==> config.mk <==
export PLATFORM = sky130hd
export DESIGN_NAME = if_id_pipe_reg_flat
export DESIGN_NICKNAME = d
export VERILOG_FILES = /design/src/rtl/wisc_pkg.sv /design/src/rtl/if_id_pipe_reg_if.sv /design/src/rtl/wisc_halt_fsm.sv /design/src/rtl/if_id_pipe_reg.sv /design/src/flat_wrapper.sv
export SDC_FILE = /design/constraint.sdc
export NUM_CORES = 1
export LEC_CHECK = 0
export BUFFER_PORTS_ARGS = -buffer_cell sky130_fd_sc_hd__clkbuf_2
export CORE_UTILIZATION = 48
export CTS_BUF_LIST = sky130_fd_sc_hd__clkbuf_16
export DETAILED_ROUTE_END_ITERATION = 16
export PLACE_DENSITY = 0.82
export SLEW_MARGIN = 40
export SYNTH_ARGS = -nofsm -noshare
export SYNTH_HDL_FRONTEND = slang
export SYNTH_SLANG_ARGS = --single-unit
==> constraint.sdc <==
create_clock -name clk -period 4.4 [get_ports clk]
set_input_delay 0.88 -clock clk [delete_from_list [all_inputs] [get_ports clk]]
set_output_delay 0.88 -clock clk [all_outputs]
set_load 0.02 [all_outputs]
==> src/rtl/wisc_pkg.sv <==
// -----------------------------------------------------------------------------
// wisc_pkg
// Constants and types shared by the IF/ID stage of the 16-bit WISC core:
//   OPC_HLT            opcode of the halt instruction
//   NOP_INSTR_DEFAULT  encoding used for reset, flush and bubble contents
//   halt_state_t       halt FSM encoding (RUN=0, DRAIN=1, HALTED=2)
//   field indices      opcode and immediate slice positions within an instr
//   is_hlt()           true when a valid instruction carries the HLT opcode
// -----------------------------------------------------------------------------
package wisc_pkg;

    localparam logic [3:0]  OPC_HLT           = 4'hF;
    localparam logic [15:0] NOP_INSTR_DEFAULT = 16'h0000;

    localparam int INSTR_W   = 16;
    localparam int OPC_MSB   = 15;
    localparam int OPC_LSB   = 12;
    localparam int IMM4_MSB  = 3;
    localparam int IMM9_MSB  = 8;
    localparam int IMM12_MSB = 11;

    typedef enum logic [1:0] {
        ST_RUN    = 2'd0,
        ST_DRAIN  = 2'd1,
        ST_HALTED = 2'd2
    } halt_state_t;

    function automatic logic is_hlt(input logic valid, input logic [INSTR_W-1:0] instr);
        return valid & (instr[OPC_MSB:OPC_LSB] == OPC_HLT);
    endfunction

endpackage

==> src/rtl/if_id_pipe_reg_if.sv <==
// -----------------------------------------------------------------------------
// if_id_pipe_reg_if
// Bundles the fetch-side inputs, hazard controls and decode-side outputs of the
// IF/ID pipeline register.
//   fetch side : if_instr_i, if_pc_plus2_i, if_valid_i
//   hazard     : stall_i, flush_i
//   decode side: id_instr_o, id_pc_plus2_o, id_valid_o,
//                id_imm4_o / id_imm9_o / id_imm12_o (only with IFID_IMM_FIELDS_EN)
//   halt       : fetch_halt_o, halted_o
// Modports:
//   slave  - the pipeline register itself (drives the *_o signals)
//   master - the surrounding pipeline (drives the *_i signals)
// -----------------------------------------------------------------------------
interface if_id_pipe_reg_if;

    logic [15:0] if_instr_i;
    logic [15:0] if_pc_plus2_i;
    logic        if_valid_i;
    logic        stall_i;
    logic        flush_i;

    logic [15:0] id_instr_o;
    logic [15:0] id_pc_plus2_o;
    logic        id_valid_o;
`ifdef IFID_IMM_FIELDS_EN
    logic [3:0]  id_imm4_o;
    logic [8:0]  id_imm9_o;
    logic [11:0] id_imm12_o;
`endif
    logic        fetch_halt_o;
    logic        halted_o;

    modport slave (
        input  if_instr_i, if_pc_plus2_i, if_valid_i, stall_i, flush_i,
        output id_instr_o, id_pc_plus2_o, id_valid_o,
`ifdef IFID_IMM_FIELDS_EN
        output id_imm4_o, id_imm9_o, id_imm12_o,
`endif
        output fetch_halt_o, halted_o
    );

    modport master (
        output if_instr_i, if_pc_plus2_i, if_valid_i, stall_i, flush_i,
        input  id_instr_o, id_pc_plus2_o, id_valid_o,
`ifdef IFID_IMM_FIELDS_EN
        input  id_imm4_o, id_imm9_o, id_imm12_o,
`endif
        input  fetch_halt_o, halted_o
    );

endinterface

==> src/rtl/wisc_halt_fsm.sv <==
// -----------------------------------------------------------------------------
// wisc_halt_fsm
// Freezes fetch once a valid HLT sits in ID, then waits for it to drain through
// EX->MEM->WB before declaring the core halted.
//
//   state  | meaning
//   -------+----------------------------------------------------------------
//   RUN    | normal operation; fetch stops only while an HLT is sitting in ID
//   DRAIN  | HLT has left ID; counting non-stalled cycles until it retires
//   HALTED | core halted; sticky until reset, flush/stall ignored
//
// Ports:
//   clk, rst_n     clock / async active-low reset
//   hlt_in_id      valid HLT currently held in the IF/ID register
//   stall_i        hazard stall (pauses the drain count)
//   flush_i        taken branch; an older branch squashes the HLT during DRAIN
//   fetch_halt_o   fetch must stop advancing PC
//   halted_o       core halted
// Parameter DRAIN_CYCLES (>=1): cycles from HLT leaving ID until halted_o.
// -----------------------------------------------------------------------------
module wisc_halt_fsm
    import wisc_pkg::*;
#(
    parameter int DRAIN_CYCLES = 3
) (
    input  logic clk,
    input  logic rst_n,
    input  logic hlt_in_id,
    input  logic stall_i,
    input  logic flush_i,
    output logic fetch_halt_o,
    output logic halted_o
);

    localparam int               CNT_W    = $clog2(DRAIN_CYCLES + 1);
    localparam logic [CNT_W-1:0] CNT_LAST = CNT_W'(DRAIN_CYCLES - 1);

    halt_state_t      r_state;
    halt_state_t      w_state_nxt;
    logic [CNT_W-1:0] r_count;
    logic [CNT_W-1:0] w_count_nxt;

    always_ff @(posedge clk or negedge rst_n) begin
        if (!rst_n) begin
            r_state <= ST_RUN;
            r_count <= '0;
        end else begin
            r_state <= w_state_nxt;
            r_count <= w_count_nxt;
        end
    end

    always_comb begin
        w_state_nxt = r_state;
        w_count_nxt = r_count;
        case (r_state)
            ST_RUN: begin
                // The HLT only leaves ID on a cycle that actually advances the pipe.
                if (hlt_in_id && !stall_i && !flush_i) begin
                    w_state_nxt = ST_DRAIN;
                    w_count_nxt = '0;
                end
            end
            ST_DRAIN: begin
                if (flush_i) begin
                    w_state_nxt = ST_RUN;
                    w_count_nxt = '0;
                end else if (!stall_i) begin
                    if (r_count == CNT_LAST) begin
                        w_state_nxt = ST_HALTED;
                    end else begin
                        w_count_nxt = r_count + 1'b1;
                    end
                end
            end
            ST_HALTED: begin
                w_state_nxt = ST_HALTED;
            end
            default: begin
                w_state_nxt = ST_RUN;
                w_count_nxt = '0;
            end
        endcase
    end

    assign fetch_halt_o = hlt_in_id | (r_state != ST_RUN);
    assign halted_o     = (r_state == ST_HALTED);

endmodule

==> src/rtl/if_id_pipe_reg.sv <==
// -----------------------------------------------------------------------------
// if_id_pipe_reg
// IF/ID pipeline register of the 16-bit WISC core. Captures the fetched
// instruction and PC+2 and presents them to decode one cycle later. Handles
// flush (highest priority), stall, and HLT: once a valid HLT reaches ID the
// halt FSM freezes fetch and this register loads only bubbles.
//
// Ports:
//   clk     system clock, rising edge
//   rst_n   asynchronous active-low reset
//   bus     if_id_pipe_reg_if.slave: fetch inputs, stall/flush, ID outputs,
//           fetch_halt_o, halted_o
// Parameters:
//   DRAIN_CYCLES  cycles after HLT leaves ID until halted_o (>=1)
//   NOP_INSTR     encoding loaded on reset, flush or bubble
// Configuration macro:
//   IFID_IMM_FIELDS_EN  when defined, drives id_imm4_o/id_imm9_o/id_imm12_o as
//                       slices of the registered instruction.
// All outputs come from registers only; no if_* input reaches an output
// combinationally.
// -----------------------------------------------------------------------------
module if_id_pipe_reg
    import wisc_pkg::*;
#(
    parameter int          DRAIN_CYCLES = 3,
    parameter logic [15:0] NOP_INSTR    = NOP_INSTR_DEFAULT
) (
    input  logic              clk,
    input  logic              rst_n,
    if_id_pipe_reg_if.slave   bus
);

    logic [15:0] r_instr;
    logic [15:0] r_pc_plus2;
    logic        r_valid;

    logic        w_hlt_in_id;
    logic        w_fetch_halt;
    logic        w_halted;

    assign w_hlt_in_id = is_hlt(r_valid, r_instr);

    wisc_halt_fsm #(
        .DRAIN_CYCLES (DRAIN_CYCLES)
    ) u_halt_fsm (
        .clk          (clk),
        .rst_n        (rst_n),
        .hlt_in_id    (w_hlt_in_id),
        .stall_i      (bus.stall_i),
        .flush_i      (bus.flush_i),
        .fetch_halt_o (w_fetch_halt),
        .halted_o     (w_halted)
    );

    // Once halted, flush and stall no longer matter: only bubbles are loaded.
    always_ff @(posedge clk or negedge rst_n) begin
        if (!rst_n) begin
            r_instr    <= NOP_INSTR;
            r_pc_plus2 <= '0;
            r_valid    <= 1'b0;
        end else if (w_halted || bus.flush_i) begin
            r_instr    <= NOP_INSTR;
            r_pc_plus2 <= '0;
            r_valid    <= 1'b0;
        end else if (bus.stall_i) begin
            r_instr    <= r_instr;
            r_pc_plus2 <= r_pc_plus2;
            r_valid    <= r_valid;
        end else if (w_fetch_halt) begin
            r_instr    <= NOP_INSTR;
            r_pc_plus2 <= '0;
            r_valid    <= 1'b0;
        end else begin
            r_instr    <= bus.if_instr_i;
            r_pc_plus2 <= bus.if_pc_plus2_i;
            r_valid    <= bus.if_valid_i;
        end
    end

    assign bus.id_instr_o    = r_instr;
    assign bus.id_pc_plus2_o = r_pc_plus2;
    assign bus.id_valid_o    = r_valid;
    assign bus.fetch_halt_o  = w_fetch_halt;
    assign bus.halted_o      = w_halted;

`ifdef IFID_IMM_FIELDS_EN
    assign bus.id_imm4_o  = r_instr[IMM4_MSB:0];
    assign bus.id_imm9_o  = r_instr[IMM9_MSB:0];
    assign bus.id_imm12_o = r_instr[IMM12_MSB:0];
`endif

endmodule

==> src/flat_wrapper.sv <==
// flat-port wrapper written by rule: the top's interface ports become plain ports
module if_id_pipe_reg_flat import wisc_pkg::*;
#(
    parameter int          DRAIN_CYCLES = 3,
    parameter logic [15:0] NOP_INSTR    = NOP_INSTR_DEFAULT
)
  (clk, rst_n, bus_if_instr_i, bus_if_pc_plus2_i, bus_if_valid_i, bus_stall_i, bus_flush_i, bus_id_instr_o, bus_id_pc_plus2_o, bus_id_valid_o, bus_fetch_halt_o, bus_halted_o);
  if_id_pipe_reg_if bus_i ();
  input  logic clk;
  input  logic rst_n;
  input wire logic [$bits(bus_i.if_instr_i)-1:0] bus_if_instr_i;
  input wire logic [$bits(bus_i.if_pc_plus2_i)-1:0] bus_if_pc_plus2_i;
  input wire logic [$bits(bus_i.if_valid_i)-1:0] bus_if_valid_i;
  input wire logic [$bits(bus_i.stall_i)-1:0] bus_stall_i;
  input wire logic [$bits(bus_i.flush_i)-1:0] bus_flush_i;
  output wire logic [$bits(bus_i.id_instr_o)-1:0] bus_id_instr_o;
  output wire logic [$bits(bus_i.id_pc_plus2_o)-1:0] bus_id_pc_plus2_o;
  output wire logic [$bits(bus_i.id_valid_o)-1:0] bus_id_valid_o;
  output wire logic [$bits(bus_i.fetch_halt_o)-1:0] bus_fetch_halt_o;
  output wire logic [$bits(bus_i.halted_o)-1:0] bus_halted_o;
  assign bus_i.if_instr_i = bus_if_instr_i;
  assign bus_i.if_pc_plus2_i = bus_if_pc_plus2_i;
  assign bus_i.if_valid_i = bus_if_valid_i;
  assign bus_i.stall_i = bus_stall_i;
  assign bus_i.flush_i = bus_flush_i;
  assign bus_id_instr_o = bus_i.id_instr_o;
  assign bus_id_pc_plus2_o = bus_i.id_pc_plus2_o;
  assign bus_id_valid_o = bus_i.id_valid_o;
  assign bus_fetch_halt_o = bus_i.fetch_halt_o;
  assign bus_halted_o = bus_i.halted_o;
  if_id_pipe_reg #(.DRAIN_CYCLES(DRAIN_CYCLES), .NOP_INSTR(NOP_INSTR)) u_core (.clk(clk), .rst_n(rst_n), .bus(bus_i));
endmodule
==> metrics.md, run 1 <==
| Metric | Value |
|---|---|
| Worst EP required | `3520 ps` |
| HPWL Detailed | `2289 um` |
| Max-slew violation count | `0` |
| Netlist Area Pre-Place | `0.001456 sq mm` |
| Sw power | `0.0002047 W` |
| Post-layout minimum cycle time | `2143 ps` |
| RSZ-0062 raised after global routing | `false` |
| Vias/cell | `5.583` |
| Setup CP Type | `reg2out` |
| Status | `complete, but fails checks` |
| Crit. path cell count | `3` |
| Initial Util | `51.92%` |
| Total global-route track usage | `23.03%` |
| Number of synthesized flops with an enable pin | `0` |
| Worst-path clk slew | `50 ps` |
| Sw Ratio | `21.90%` |
| HP Class | `reg2reg` |
| Initial antenna violation count | `0` |
| # DRC | `5` |
| Worst Skew | `2.217 ps` |
| First-pass detailed-route iteration total | `10` |
| Post-Synthesis Cells | `101` |
| Core area | `0.002805 sq mm` |
| First-pass GRT wire length | `5499 um` |
| Post-synthesis sequential area ratio | `63.57%` |
| Slew of the pin with the lowest slew margin | `495.3 ps` |
| Avg Cell Area, Syn | `14.42 sq um` |
| Final hold viol count | `0` |
| CP peak stage delay | `390 ps` |
| Clock root buffer | `clkbuf_16` |
| DR WL/cell | `15.84 um` |
| Chip Height | `57.09 um` |
| FF-to-FF path depth | `3` |
| CTS Buf Count | `5` |
| Hold Crit Depth | `1` |
| ANT cells | `0` |
| Post-CTS Resized | `0` |
| Sink Count | `37` |
| Slowest-stage cell, CP | `dfrtp_1` |
| Place WS | `2101 ps` |
| Most common cell in the netlist | `dfrtp_1` |
| Setup TNS | `0 ps` |
| Total congestion overflow | `0` |
| Clk Latency, worst-skew pair | `280 ps` |
| Final setup violation count | `0` |
| Top-area cell type share of the netlist area | `63.57%` |
| Worst Path Arrival | `1260 ps` |
| CP cell instances | `nand4_1 -> o21ai_0 -> clkbuf_2` |
| Setup ws final | `2257 ps` |
| Syn nets | `139` |
| Yosys cell types | `25` |
| Seq pwr share | `40.0%` |
| Post-synth ARST share | `100.0%` |
| IO Count | `72` |
| Crit Path Max Fanout | `4` |
| Setup crit start kind | `register` |
| Die X | `57.09 um` |
| Comb power frac | `11.6%` |
| Internal power | `0.0007301 W` |
| CTS Hold Bufs | `0` |
| CTS Buffer Depth | `2` |
| Starting DRT DRC Count | `84` |
| Count of buffer and inverter cells on the critical path | `1` |
| Synthesis Warnings | `0` |
| Synth area leader | `dfrtp_1` |
| Final wirelength | `3264 um` |
| Max cap viols | `0` |
| Flop and latch count out of synthesis | `37` |
| Static leakage | `1.085 nW` |
| Largest net degree at the start of global routing | `34` |
| Setup bufs post-CTS | `0` |
| Delay-heaviest family, CP | `flip-flops` |
| Routed vias | `1150` |
| Synth top area cells | `dfrtp_1 (64%), a22o_1 (19%), buf_8 (4.1%)` |
| Layout Nets | `212` |
| F_max | `466.6 MHz` |
| CP Capture Type | `primary output` |
| Synth Flop Type | `dfrtp_1` |
| Input/output buffers | `71` |
| Post-route ant nets | `0` |
| Number of H-tree levels | `2` |
| Area added between synthesis and finish | `37.80%` |
| Clock power frac | `48.4%` |
| Failing checks | `DRC` |
| Fin crit share | `48.71%` |
| TritonCTS clock tree | `yes` |
| Die ar. | `0.003259 sq mm` |
| PD cells | `465.8 mW/mm^2` |
| Share of layout cells above drive strength 1 | `49.71%` |
| GP Congestion | `0.8730` |
| Relative slew slack | `66.51%` |
| Vias in the first global route | `1160` |
| VDD IR max | `354.8 uV` |
| # rows | `19` |
| Post-synth top cells | `dfrtp_1 (37), a22o_1 (32), buf_8 (4), inv_1 (4)` |
path summary, 6_finish.rpt:
kind	from	slack (ps)	to
worst max-delay path	u_core.bus.id_instr_o[15]	2260	bus_fetch_halt_o
worst min-delay path	u_core.bus.id_pc_plus2_o[13]	500	u_core.bus.id_pc_plus2_o[13]
worst max register to register	u_core.u_halt_fsm.r_state[0]	2610	u_core.bus.id_instr_o[6]
worst min register to register	u_core.bus.id_pc_plus2_o[13]	500	u_core.bus.id_pc_plus2_o[13]
max in group asynchronous	rst_n	3400	u_core.bus.id_pc_plus2_o[15]
min in group asynchronous	rst_n	550	u_core.bus.id_instr_o[12]
through the flow:
stage / power, W / std cells / hold WS, ps / utilization, % / area, sq um
after floorplan: 0.0004409 / 101 / 481.1 / - / 1456
after global placement: 0.0004811 / 197 / 481.6 / 63.78 / 1789
after detailed placement: 0.0004883 / 198 / 480.3 / 64.76 / 1817
after CTS: 0.0009425 / 206 / 501.1 / 71.54 / 2007
after global routing: 0.0009693 / 206 / 518.6 / 71.54 / 2007
final: 0.0009348 / 206 / 500.3 / 71.54 / 2007
cell type report:
type                            count  area [sq um]
Sequential cell                    37         925.9
Fill cell                         202         798.3
Multi-Input combinational cell     53         446.7
Timing Repair Buffer               73         390.4
Clock buffer                        5         125.1
Clock inverter                      3         65.06
Tap cell                           31         38.79
Inverter                            4         15.01
registers in the layout (all words and copies together) (netlist names):
register / flops
u_core.bus.id_pc_plus2_o: 16
u_core.bus.id_instr_o: 16
u_core.u_halt_fsm.r_count: 2
u_core.u_halt_fsm.r_state: 2
u_core.bus.id_valid_o: 1
routing by layer:
metal	vias to the layer above	track usage [%]	wire, um
li1	532	-	-
met1	562	29.47	1405
met2	50	36.30	1634
met3	6	7.710	185
met4	0	9.408	38
met5	-	0	0
layout by cell type (no fill, tap or decap), types with 2 or more instances in the layout:
cell / count
dfrtp_1: 37
a22o_1: 32
nor2_1: 2
inv_1: 4
clkbuf_2: 71
o21ai_0: 2
bufinv_16: 2
clkbuf_16: 5
power groups by stage:
stage	Sequential (W)	Clock, W	Combinational, W
floorplan	0.000400	0	0.0000413
global placement	0.000378	0	0.000103
detailed placement	0.000379	0	0.000109
CTS	0.000374	0.000459	0.000110
global route	0.000376	0.000475	0.000118
finish	0.000374	0.000453	0.000108
logic make-up after synthesis:
group,after synthesis,share of synthesized area (%)
and+or+nand+nor,11,4.897
adders and majority gates,1,0.8590
DFF,37,63.57
buffers and inverters,11,6.099
AOI/OAI and AO/OA,41,24.57
No activity file was read; power rests on OpenSTA's default activity.
==> inputs of run 2 (changes only) <==
--- a/config.mk
+++ b/config.mk
@@ -6,10 +6,10 @@
 export NUM_CORES = 1
 export LEC_CHECK = 0
 export BUFFER_PORTS_ARGS = -buffer_cell sky130_fd_sc_hd__clkbuf_2
-export CORE_UTILIZATION = 48
+export CORE_UTILIZATION = 40
 export CTS_BUF_LIST = sky130_fd_sc_hd__clkbuf_16
 export DETAILED_ROUTE_END_ITERATION = 16
-export PLACE_DENSITY = 0.82
+export PLACE_DENSITY = 0.73
 export SLEW_MARGIN = 40
 export SYNTH_ARGS = -nofsm -noshare
 export SYNTH_HDL_FRONTEND = slang
==> constraint.sdc (replaced) <==
create_clock -name clk -period 1.7 [get_ports clk]
set_input_delay 0.34 -clock clk [delete_from_list [all_inputs] [get_ports clk]]
set_output_delay 0.34 -clock clk [all_outputs]
set_load 0.02 [all_outputs]
==> run 2 against run 1 <==
- the run ends with hold timing left
- wire length rose by 0.74%
- sequential share of layout area barely moved
- worst hold slack got worse by 500 ps
- sequential power rose to 2.6 times the previous value
- highest routed layer unchanged
- cell count rose by 9.7%
- clock power rose by 91%
- largest power group is now registers
- count of clock-buffer cells in the layout did not move
- setup slack got worse by 2200 ps
==> metrics.md, run 2 (synthesis gave the netlist of run 1 again) <==
| Metric | Value |
|---|---|
| Share of layout cells above drive strength 1 | `51.11%` |
| Static leakage | `1.082 nW` |
| Worst Skew | `1.728 ps` |
| Total Power | `0.002122 W` |
| ANT cells | `0` |
| Crit Path Max Fanout | `25` |
| CTS Buffer Depth | `2` |
| Relative slew slack | `64.60%` |
| CP peak stage delay | `560 ps` |
| Initial antenna violation count | `0` |
| DR WL/cell | `14.55 um` |
| # rows | `21` |
| Core area | `0.003416 sq mm` |
| Most frequent cells in the layout | `clkbuf_2 (71), dfrtp_1 (37), a22o_1 (32)` |
| Final hold viol count | `16` |
| CP cell instances | `or4_4 -> o21ba_4 -> buf_12 -> a22o_1` |
| Die X | `62.34 um` |
| Initial Util | `42.64%` |
| Final instance area | `0.002008 sq mm` |
| Worst Path Arrival | `1860 ps` |
| # DRC | `0` |
| TritonCTS clock tree | `yes` |
| Chip Height | `62.34 um` |
| Final Util | `58.79%` |
| Layout Nets | `217` |
| CP Capture Type | `register` |
| Vias in the first global route | `1195` |
| Area added between synthesis and finish | `37.89%` |
| Final setup violation count | `0` |
| Die ar. | `0.003886 sq mm` |
| Failing checks | `hold timing` |
| Setup CP Type | `reg2reg` |
| Setup crit start kind | `register` |
| First-pass GRT wire length | `5616 um` |
| # fillers | `293` |
| Final wirelength | `3288 um` |
| Max cap viols | `0` |
| HP Class | `in2async` |
| Multi-input logic area | `446.7 sq um` |
| Slowest-stage cell, CP | `or4_4` |
| Vias/cell | `5.164` |
| Input/output buffers | `71` |
| Clk Latency, worst-skew pair | `270 ps` |
| F_max | `606.7 MHz` |
| Fin crit share | `96.95%` |
| Sink Count | `37` |
| Routed vias | `1167` |
| VDD IR max | `574.4 uV` |
| IO Count | `72` |
| Worst EP required | `1910 ps` |
| Hold WS | `-4.577 ps` |
| GP Congestion | `0.7170` |
| Crit. path cell count | `4` |
| Post-route ant nets | `0` |
| Post-layout minimum cycle time | `1648 ps` |
| Number of H-tree levels | `2` |
| Total global-route track usage | `19.32%` |
| Largest net degree at the start of global routing | `26` |
| CTS Buf Count | `5` |
| Max-slew violation count | `0` |
| Commonest non-fill, non-tap cell in the layout | `clkbuf_2` |
| Total congestion overflow | `0` |
| Slew of the pin with the lowest slew margin | `523.6 ps` |
| FF-to-FF path depth | `4` |
| HPWL Detailed | `2416 um` |
| Clock root buffer | `clkbuf_16` |
| Status | `complete, but fails checks` |
| Register area | `925.9 sq um` |
| Worst-path clk slew | `50 ps` |
| Area post-placement | `0.001858 sq mm` |
| First-pass detailed-route iteration total | `5` |
| Starting DRT DRC Count | `42` |
| Delay-heaviest family, CP | `simple AND/OR/NAND/NOR gates` |
| PD cells | `1057 mW/mm^2` |
| Count of buffer and inverter cells on the critical path | `1` |
## run 2: cell types whose count changed in the layout (fill, tap and decap cells not counted), sizes merged
cell / change
buf: +5
bufinv: -2
clkinv: +1
clkinvlp: +1
## run 2: cell type report
type,instances,share of cell area (%)
inverter,4,0.7477
clock buffer,5,6.231
tap,46,2.866
multi-input combinational,53,22.24
clock inverter,3,0.8723
sequential,37,46.11
timing repair buffer,78,20.93
## run 2: final timing paths
path / from / end / slack [ps]
worst max-delay path: u_core.u_halt_fsm.r_state[1] / u_core.bus.id_instr_o[10] / 50
worst min-delay path: rst_n / u_core.bus.id_instr_o[3] / -5
worst max register to register: u_core.u_halt_fsm.r_state[1] / u_core.bus.id_instr_o[10] / 50
worst min register to register: u_core.bus.id_instr_o[6] / u_core.bus.id_instr_o[6] / 500
max in group asynchronous: rst_n / u_core.bus.id_pc_plus2_o[4] / 1100
min in group clk: bus_if_instr_i[6] / u_core.bus.id_instr_o[6] / 280
## run 2: where the power goes
part	internal [W]	switching, W
Combinational	0.000124	0.000163
Sequential	0.000934	0.0000348
Clock	0.000536	0.000330
## run 2: metal layers
metal,vias to the layer above,global-route usage [%],share of wire (%)
met3,2,7.537,5.6
li1,539,-,-
met5,-,0,0
met2,43,29.12,48
met1,583,24.67,46
met4,0,8.430,0.67
## run 2: worst reg2reg max path: cells and delay by family, from the launching register on
family                 cells  cell delay (ps)
AOI/OAI and AO/OA          2              430
buffers and inverters      1              160
and+or+nand+nor            1              570
DFF                        1              430
## run 2: through the flow
stage | instances | hold WS (ps) | TNS [ps] | setup WS (ps)
after floorplan | 101 | 44.41 | 0 | 126.9
after global placement | 217 | 287.9 | 0 | 129.6
after detailed placement | 217 | 304.1 | 0 | 67.37
after CTS | 225 | 11.29 | 0 | 60.85
after global routing | 226 | 13.99 | -3.451 | -3.451
final | 226 | -4.577 | 0 | 51.81
## run 2: repair_timing
action,in CTS,in global routing
resized for setup,0,1
endpoints found under the setup margin,0,3
setup buffers,0,1
hold buffers,0,0
==> inputs of run 3 (changes only) <==
--- a/config.mk
+++ b/config.mk
@@ -9,7 +9,7 @@
 export CORE_UTILIZATION = 40
 export CTS_BUF_LIST = sky130_fd_sc_hd__clkbuf_16
 export DETAILED_ROUTE_END_ITERATION = 16
-export PLACE_DENSITY = 0.73
+export PLACE_DENSITY = 0.72
 export SLEW_MARGIN = 40
 export SYNTH_ARGS = -nofsm -noshare
 export SYNTH_HDL_FRONTEND = slang
==> run 3 against run 2 <==
- the flow now finishes without violations
- combinational power rose by 1%
- highest routed layer unchanged
- critical path type unchanged
- first-iteration DRC count increased by 29%
- critical path depth is the same
- clock power down 2%
- critical endpoint is now u_core.bus.id_pc_plus2_o[8]
- count of clock-buffer cells in the layout unchanged
- cell count decreased by 0.88%
- flip-flop and latch count stayed put
==> metrics.md, run 3 (synthesis gave the netlist of run 1 again) <==
| Metric | Value |
|---|---|
| F_max | `610.8 MHz` |
| Setup crit start kind | `register` |
| RSZ-0062 raised after global routing | `false` |
| Fin crit share | `96.31%` |
| # rows | `21` |
| Max-slew violation count | `0` |
| Number of H-tree levels | `2` |
| CP cell instances | `or4_4 -> o21ba_4 -> clkbuf_16 -> a22o_1` |
| Final wirelength | `3482 um` |
| Setup TNS | `0 ps` |
| Slew of the pin with the lowest slew margin | `588.4 ps` |
| IO Count | `72` |
| Worst EP required | `1920 ps` |
| Crit Path Max Fanout | `16` |
| Input/output buffers | `71` |
| ANT cells | `0` |
| Hold WS | `103.3 ps` |
| Vias in the first global route | `1145` |
| Post-layout minimum cycle time | `1637 ps` |
| Die X | `62.34 um` |
| Layout Nets | `215` |
| Total congestion overflow | `0` |
| TritonCTS clock tree | `yes` |
| Initial antenna violation count | `0` |
| First-pass detailed-route iteration total | `4` |
| Post-route ant nets | `0` |
| PD cells | `1051 mW/mm^2` |
| Vias/cell | `5.219` |
| Most frequent cells in the layout | `clkbuf_2 (71), dfrtp_1 (36), a22o_1 (32)` |
| Final hold viol count | `0` |
| Slowest-stage cell, CP | `or4_4` |
| Worst-path clk slew | `50 ps` |
| Worst Path Arrival | `1850 ps` |
| CP peak stage delay | `530 ps` |
| CTS Buffer Depth | `2` |
| Total Power | `0.002109 W` |
| Worst Skew | `4.085 ps` |
| VDD IR max | `656.6 uV` |
| Routed vias | `1169` |
| GP Congestion | `0.7125` |
| HP Class | `in2async` |
| Static leakage | `1.076 nW` |
| Sink Count | `37` |
| Clock root buffer | `clkbuf_16` |
| Starting DRT DRC Count | `54` |
| Clk Latency, worst-skew pair | `280 ps` |
| Max cap viols | `0` |
| First-pass GRT wire length | `5609 um` |
| Final setup violation count | `0` |
| Die ar. | `0.003886 sq mm` |
| Chip Height | `62.34 um` |
| CTS Buf Count | `5` |
| Core area | `0.003416 sq mm` |
| # DRC | `0` |
| Relative slew slack | `60.22%` |
| Setup CP Type | `reg2reg` |
| DR WL/cell | `15.54 um` |
| Largest net degree at the start of global routing | `38` |
| Final Util | `58.75%` |
| Initial Util | `42.64%` |
| Total global-route track usage | `19.11%` |
| Share of layout cells above drive strength 1 | `50.00%` |
| Area added between synthesis and finish | `37.80%` |
| CP Capture Type | `register` |
| HPWL Detailed | `2383 um` |
| Status | `finished clean` |
| Commonest non-fill, non-tap cell in the layout | `clkbuf_2` |
run 3: metal layers:
layer / part of all wire (%) / GRT usage [%]
met1: 43 / 24.15
met2: 48 / 28.71
met3: 6.2 / 6.801
met4: 2.7 / 10.17
met5: 0 / 0
run 3: metrics by stage:
stage / setup slack (ps) / area, sq um / cells
after global routing: 6.618 / 2007 / 224
after floorplan: 126.9 / 1456 / 101
after detailed placement: 50.39 / 1843 / 215
after global placement: 109.2 / 1843 / 215
after CTS: 34.74 / 1981 / 223
final: 62.76 / 2007 / 224
run 3: area by class of cell:
class	instances	area, sq um
sequential	37	927.1
timing repair buffer	76	422.9
clock buffer	5	125.1
clock inverter	3	12.51
fill	293	1409
multi-input combinational	53	446.7
inverter	4	15.01
tap	46	57.56
run 3: timing repair:
item	CTS	global route
resized for setup	0	1
hold buffers	0	0
setup endpoints to repair	0	31
setup buffers	0	0
hold endpoints to repair	0	0
run 3: path summary, 6_finish.rpt:
| path | startpoint | endpoint | slack, ps | cells after the start |
|---|---|---|---|---|
| worst max register to register | u_core.u_halt_fsm.r_state[0] | u_core.bus.id_pc_plus2_o[8] | 60 | 4 |
| max in group asynchronous | rst_n | u_core.u_halt_fsm.r_state[0] | 1250 | 2 |
| min in group clk | bus_if_pc_plus2_i[6] | u_core.bus.id_pc_plus2_o[6] | 280 | 2 |
| worst min-delay path | rst_n | u_core.bus.id_pc_plus2_o[10] | 100 | 2 |
| worst min register to register | u_core.bus.id_instr_o[5] | u_core.bus.id_instr_o[5] | 500 | 1 |
| worst max-delay path | u_core.u_halt_fsm.r_state[0] | u_core.bus.id_pc_plus2_o[8] | 60 | 4 |
run 3: where the power goes:
group / leakage (nW) / internal, W / switching [W]
Sequential: 0.489 / 0.000934 / 0.0000329
Clock: 0.0687 / 0.000529 / 0.000321
Combinational: 0.518 / 0.000126 / 0.000165
Total: 1.08 / 0.00159 / 0.000519
run 3: critical path: cells and delay by family (launching register included):
family	cells	cell delay (ps)
AND/OR/NAND/NOR	1	530
buffers and inverters	1	180
flip-flops	1	440
AO/OA/AOI/OAI	2	430
